`config.mk`:
```
export PLATFORM = sky130hd
export DESIGN_NAME = axis_m
export DESIGN_NICKNAME = d
export VERILOG_FILES = /design/src/rtl/axis_pkg.sv /design/src/rtl/axis_m.sv
export SDC_FILE = /design/constraint.sdc
export NUM_CORES = 1
export LEC_CHECK = 0
export ABC_AREA = 1
export CORE_MARGIN = 1.5
export CORE_UTILIZATION = 45
export DETAILED_ROUTE_END_ITERATION = 7
export GPL_ROUTABILITY_DRIVEN = 0
export GPL_TIMING_DRIVEN = 0
export HOLD_SLACK_MARGIN = 0.03
export PLACE_DENSITY = 0.79
export SKIP_CTS_REPAIR_TIMING = 1
export SYNTH_ARGS = -nofsm -noshare
export SYNTH_HDL_FRONTEND = slang
export SYNTH_SLANG_ARGS = --single-unit
export TNS_END_PERCENT = 100
```
`constraint.sdc`:
```
create_clock -name m_axis_aclk -period 1.7 [get_ports m_axis_aclk]
set_input_delay 0.51 -clock m_axis_aclk [delete_from_list [all_inputs] [get_ports m_axis_aclk]]
set_output_delay 0.51 -clock m_axis_aclk [all_outputs]
set_load 0.01 [all_outputs]
```
`src/rtl/axis_pkg.sv`:
```
// Shared types for the AXI4-Stream packet generator: FSM states and beat-count sizing.
package axis_pkg;

    localparam int DATA_W_DEF    = 8;
    localparam int BURST_LEN_DEF = 5;

    typedef enum logic {
        IDLE = 1'b0,
        SEND = 1'b1
    } state_t;

    typedef logic [$clog2(BURST_LEN_DEF+1)-1:0] beat_cnt_t;

endpackage

```
`src/rtl/axis_m.sv`:
```
// AXI4-Stream master: captures a seed on newd and emits BURST_LEN beats of
// seed+index, tlast on the final beat. All outputs come straight from flops.
module axis_m
    import axis_pkg::*;
#(
    parameter int DATA_W    = DATA_W_DEF,
    parameter int BURST_LEN = BURST_LEN_DEF
) (
    input  logic              m_axis_aclk,
    input  logic              m_axis_areset,
    input  logic              newd,
    input  logic [DATA_W-1:0] din,
    input  logic              m_axis_tready,
    output logic              m_axis_tvalid,
    output logic [DATA_W-1:0] m_axis_tdata,
    output logic              m_axis_tlast
);

    localparam int                CNT_W    = $clog2(BURST_LEN+1);
    localparam logic [CNT_W-1:0]  LAST_CNT = CNT_W'(BURST_LEN-1);

    state_t            state, state_nxt;
    logic [CNT_W-1:0]  count, count_nxt;
    logic [DATA_W-1:0] seed, seed_nxt;
    logic [DATA_W-1:0] tdata_nxt;
    logic              tvalid_nxt, tlast_nxt;

    // Next-state logic also precomputes the registered outputs for the next
    // cycle, so tready never reaches the outputs combinationally.
    always_comb begin
        state_nxt  = state;
        count_nxt  = count;
        seed_nxt   = seed;
        tvalid_nxt = m_axis_tvalid;
        tdata_nxt  = m_axis_tdata;
        tlast_nxt  = m_axis_tlast;
        case (state)
            IDLE: begin
                tvalid_nxt = 1'b0;
                tlast_nxt  = 1'b0;
                tdata_nxt  = '0;
                if (newd) begin
                    state_nxt  = SEND;
                    seed_nxt   = din;
                    count_nxt  = '0;
                    tvalid_nxt = 1'b1;
                    tdata_nxt  = din;
                    tlast_nxt  = (LAST_CNT == '0);
                end
            end
            SEND: begin
                if (m_axis_tready) begin
                    if (m_axis_tlast) begin
                        state_nxt  = IDLE;
                        count_nxt  = '0;
                        tvalid_nxt = 1'b0;
                        tlast_nxt  = 1'b0;
                        tdata_nxt  = '0;
                    end else begin
                        count_nxt = count + CNT_W'(1);
                        tdata_nxt = seed + DATA_W'(count_nxt);
                        tlast_nxt = (count_nxt == LAST_CNT);
                    end
                end
            end
        endcase
    end

    always_ff @(posedge m_axis_aclk) begin
        if (m_axis_areset) begin
            state         <= IDLE;
            count         <= '0;
            seed          <= '0;
            m_axis_tvalid <= 1'b0;
            m_axis_tdata  <= '0;
            m_axis_tlast  <= 1'b0;
        end else begin
            state         <= state_nxt;
            count         <= count_nxt;
            seed          <= seed_nxt;
            m_axis_tvalid <= tvalid_nxt;
            m_axis_tdata  <= tdata_nxt;
            m_axis_tlast  <= tlast_nxt;
        end
    end

endmodule

```
Word-level counts from Yosys, hierarchy flattened. Index checks and enable logic that the tools add are counted.

Bits in registers: 22. Input port bits: 12. Output and inout bits: 10.

Add/sub/neg operators: 2. Equal/unequal tests: 4. Muxes and demuxes: 18. Bitwise logic cells: 1. Reductions and logical operators: 3.

Operators with widths (count): $mux W8 (3); $pmux W8 S2 (1); $mux W3 (3); $add A8 B3 Y8 (1); $mux W1 (7); $ne A2 B2 Y1 const B (3); $pmux W1 S2 (3); $pmux W3 S2 (1); $reduce_and A2 Y1 (3); $add A3 B1 Y3 const B (1); $eq A3 B3 Y1 const B (1); $not A1 Y1 (1).

Longest topological paths before layout. Gate-level depths: netlist (run 1).

Depth in word-level cells: 5. Depth in mapped cells: 11. Depth with buffers taken out: 11.

Worst setup path after synthesis (run 1). OpenSTA, ideal clock, no wires.

Path kind: flip-flop to flip-flop. From: reg count[0]. To: reg m_axis_tdata[4]. Arrival time: 1564 ps. Data required time: 1630 ps. Slack: 66 ps. Stages on the path, launching flop included: 10. Clock period less this slack: 1634 ps. Cells stage by stage: dfxtp_1 ha_1 ha_1 inv_1 ha_1 nand2_1 nand2_1 a21oi_1 o21ai_0 a21oi_1.

Longest elaborated chain between the ends: 5.

Ends and longest elaborated chain: from (decl) (RTL line axis_m.sv:23) `logic [CNT_W-1:0] count, count_nxt;`; from (signal assigned) (RTL line axis_m.sv:79) `count <= count_nxt;`; $add A3 B1 Y3 (RTL line axis_m.sv:60) `count_nxt = count + CNT_W'(1);`; $add A8 B3 Y8 (RTL line axis_m.sv:61) `tdata_nxt = seed + DATA_W'(count_nxt);`; $mux W8 (RTL line axis_m.sv:53) `if (m_axis_tlast) begin`; $mux W8 (RTL line axis_m.sv:52) `if (m_axis_tready) begin`; $pmux W8 S2 (RTL line axis_m.sv:37) `case (state)`; to (signal assigned) (RTL line axis_m.sv:82) `m_axis_tdata <= tdata_nxt;`; to (decl) (RTL line axis_m.sv:15) `output logic [DATA_W-1:0] m_axis_tdata,`.

Every way passes these cells. The select of a mux whose other input is x is not followed. A chain may end at the register's enable or synchronous reset.

Final worst setup path (run 1).
From: reg count[0]. To: reg m_axis_tdata[6].

The elaborated chain is that of the path after synthesis.

==> summary.txt, run 1 <==
Route
  – Drt first pass iters: 4
  – Via density: 5.33
  – Wire per inst: about 13 um
  – Met2 routed WL: approximately 1400 um
  – Remaining DRCs: 0
  – WL final: 2780 um
  – Via count: 1097
  – Iteration-0 DRC Markers: 23
  – Met1 WL: ~1200 um
  – Final ANT Viol Nets: 0
  – Top sig layer: met4
  – Routed length on met3: 128 um

STA
  – Max Clk Rate: around 0.60 GHz
  – Final setup fails: 0
  – Setup TNS: 0 ns
  – Crit share post-route: 0.985
  – Tmin final: 1.67 ns
  – Final Slew Violations: 0
  – Least-Margin Pin Slew: 0.512 ns
  – Clk_skew: 0.00777 ns
  – Final worst slack: 0.0260 ns
  – RSZ-0062 raised after global routing: yes
  – Slew Limit Headroom: 0.658
  – Final Hold Viols: 0

Floorplan
  – Starting Density: 0.487
  – Num ports: 22
  – Chip width: 52.4 um
  – Core Box Area: 2250 um2
  – Die ar.: 2740 um2
  – Num rows: 17
  – Die Ht: 52.4 um

Layout
  – Layout cells sized above 1: 0.140
  – Final nets: between 150 and 200
  – Synth-to-layout area growth: 33.4%
  – Commonest non-fill, non-tap cell in the layout: nand2_1
  – Antenna cells: 0
  – Commonest cells after routing, fill and taps aside: nand2_1 (32), a21oi_1 (26), dfxtp_1 (20)

Synth
  – Synth Register Bits: 22
  – Mapped Area: between 1000 and 1500 um2
  – Part of the Yosys area used for sequential elements: 0.401
  – Synth Area in Simple Gates: 0.233
  – Post-synthesis compound-gate area fraction: 0.190
  – Mux share of post-synthesis cell area: 0
  – Syn Area/Cell: 7.17 um2
  – Cell variety after synth: 18
  – Mapped Cells: 153
  – Largest family of logic cells by synthesized area: simple AND/OR/NAND/NOR gates
  – Post-Synth Adder-Cell Area: 0.0753
  – Xor-xnor portion of the synthesized cell area: 0
  – Syn nets: between 150 and 200
  – Yosys Warn Count: 0

Clocking
  – Clock-pin slew on the worst setup and hold paths: 0.12 ns
  – Clk sinks: 22
  – Clock Path Buffers: 2
  – Worst skew pair latency: 0.31 ns
  – Root Buffer: clkbuf_4
  – Clock H-tree levels: 1
  – Total CTS buffers: 3
  – CTS tree: yes

Power and ir drop
  – Clk network pwr share: 0.259
  – Sw Share: 0.286
  – Power Internal: approximately 0.79 mW
  – Gate power share: 0.220
  – Static leakage: ~0.74 nW
  – Pwr dens: 759 nW/um2
  – Sequential share of power: 0.522
  – Switching Power: 0.317 mW
  – Max VDD drop: 0.000496 V

Global routing
  – Gr usage total: 0.213
  – Number of global-route vias before repair: approximately 1000
  – Largest net degree at the start of global routing: 13
  – Grt total ovfl: 0
  – Initial antenna violation count: 0
  – First-pass GRT wire length: 4320 um

Critical path
  – RR Startpoint: count[0]$_SDFFE_PP0P_
  – Required time worst endpoint: 1.96 ns
  – Setup crit start: count[0]$_SDFFE_PP0P_
  – Slowest Stage Delay on Critical Path: 0.37 ns
  – Worst setup SP type: flop
  – Setup crit end kind: flop
  – Arr. time, crit path: just under 2 ns
  – Worst Path Class, Setup: reg2reg
  – Crit-path max FO: 3
  – CP Cell Sequence: ha_4 -> inv_1 -> fa_2 -> inv_1 -> nand2_2 -> nand2_2 -> nand3_1 -> nand2_1 -> nand3_1 -> a21oi_1
  – Slowest stage cell, crit path: dfxtp_4

Place
  – Dpl hpwl: 1890 um
  – Port Buf Inserts: 21
  – Worst slack, placed: -0.116 ns

Run status
  – Status: completed

Hold path
  – Hold_sp: seed[0]$_SDFFE_PP0P_
  – HP Class: reg2reg

Flow run
  – Max-Cap Viols: 0
state kept, by name (all words and copies together) (netlist names):
name and flops:
count 3, seed 8, m_axis_tvalid 1, m_axis_tlast 1, m_axis_tdata 8, state 1
worst max-delay path, delay by kind of cell (launching register included):
| kind | cells | cell delay (ns) |
|---|---|---|
| buffers and inverters | 2 | 0.15 |
| flip-flops | 1 | 0.37 |
| AND/OR/NAND/NOR | 5 | 0.34 |
| adder cells (fa/ha/maj) | 2 | 0.64 |
| AO/OA/AOI/OAI | 1 | 0.12 |
power groups by stage:
stage / Combinational [mW] / Sequential, mW / Clock [mW]
2_1_floorplan: 0.128 / 0.593 / 0
3_3_place_gp: 0.230 / 0.586 / 0
3_5_place_dp: 0.237 / 0.589 / 0
4_1_cts: 0.239 / 0.577 / 0.298
5_1_grt: 0.273 / 0.584 / 0.309
6_report: 0.244 / 0.580 / 0.288
final timing paths:
path                                  end  slack, ns  depth (start not counted)
max          m_axis_tdata[6]$_SDFFE_PP0P_       0.03                         10
min                  seed[0]$_SDFFE_PP0P_       0.48                          2
max reg2reg  m_axis_tdata[6]$_SDFFE_PP0P_       0.03                         10
min reg2reg          seed[0]$_SDFFE_PP0P_       0.48                          2
cells in the mapped netlist:
library cell  count  share of area
a21oi_1          26           0.12
a31oi_1           3          0.017
buf_2             1         0.0046
buf_4             1         0.0068
buf_6             1          0.010
clkbuf_1          1         0.0034
dfxtp_1          22           0.40
fa_1              1          0.018
ha_1              5          0.057
inv_1            19          0.065
inv_2             3          0.010
nand2_1          35           0.12
nand3_1          14          0.064
nand4_1           2          0.011
nor2_1            5          0.017
nor2_4            2          0.021
o21ai_0           4          0.018
o21ai_1           8          0.036
through the flow:
stage	area, um2	power [mW]	hold WS (ns)	util	cells
2_1_floorplan	1100	0.721	0.444	-	153
3_3_place_gp	1340	0.816	0.456	0.595	202
3_5_place_dp	1340	0.826	0.468	0.595	202
4_1_cts	1380	1.11	0.487	0.612	206
5_1_grt	1460	1.17	0.512	0.649	206
6_report	1460	1.11	0.484	0.649	206
kinds of logic (layout without fill, tap and decap cells):
kind of cell | count (synthesis) | in the layout
buf+inv | 26 | 51
fa+ha+maj | 6 | 6
flops | 22 | 22
simple gates | 58 | 58
compound gates | 41 | 41
metal layers:
layer	GRT usage	vias up
met3	0.0286	4
met4	0.0726	0
met1	0.252	514
li1	-	555
met2	0.390	24
met5	0	-
area by class of cell:
| class | instances | area, um2 |
|---|---|---|
| plain buffers | 4 | 27.5 |
| clock buffers | 4 | 36.3 |
| fillers | 206 | 791 |
| inverters | 22 | 82.6 |
| multi-input cells | 105 | 602 |
| flip-flops and latches | 22 | 445 |
| well taps | 28 | 35.0 |
| repair buffers | 21 | 235 |
(Power assumes the default switching activity.)
==> inputs of run 2 (changes only) <==
- SKIP_LAST_GASP: default -> 1
==> results of run 2 <==
Final layout, timing and power as in run 1 (identical DEF).
==> inputs of run 3 (changes only) <==
- HOLD_SLACK_MARGIN: 0.03 -> 0.02
==> results of run 3 <==
Final layout, timing and power as in run 1 (identical DEF).
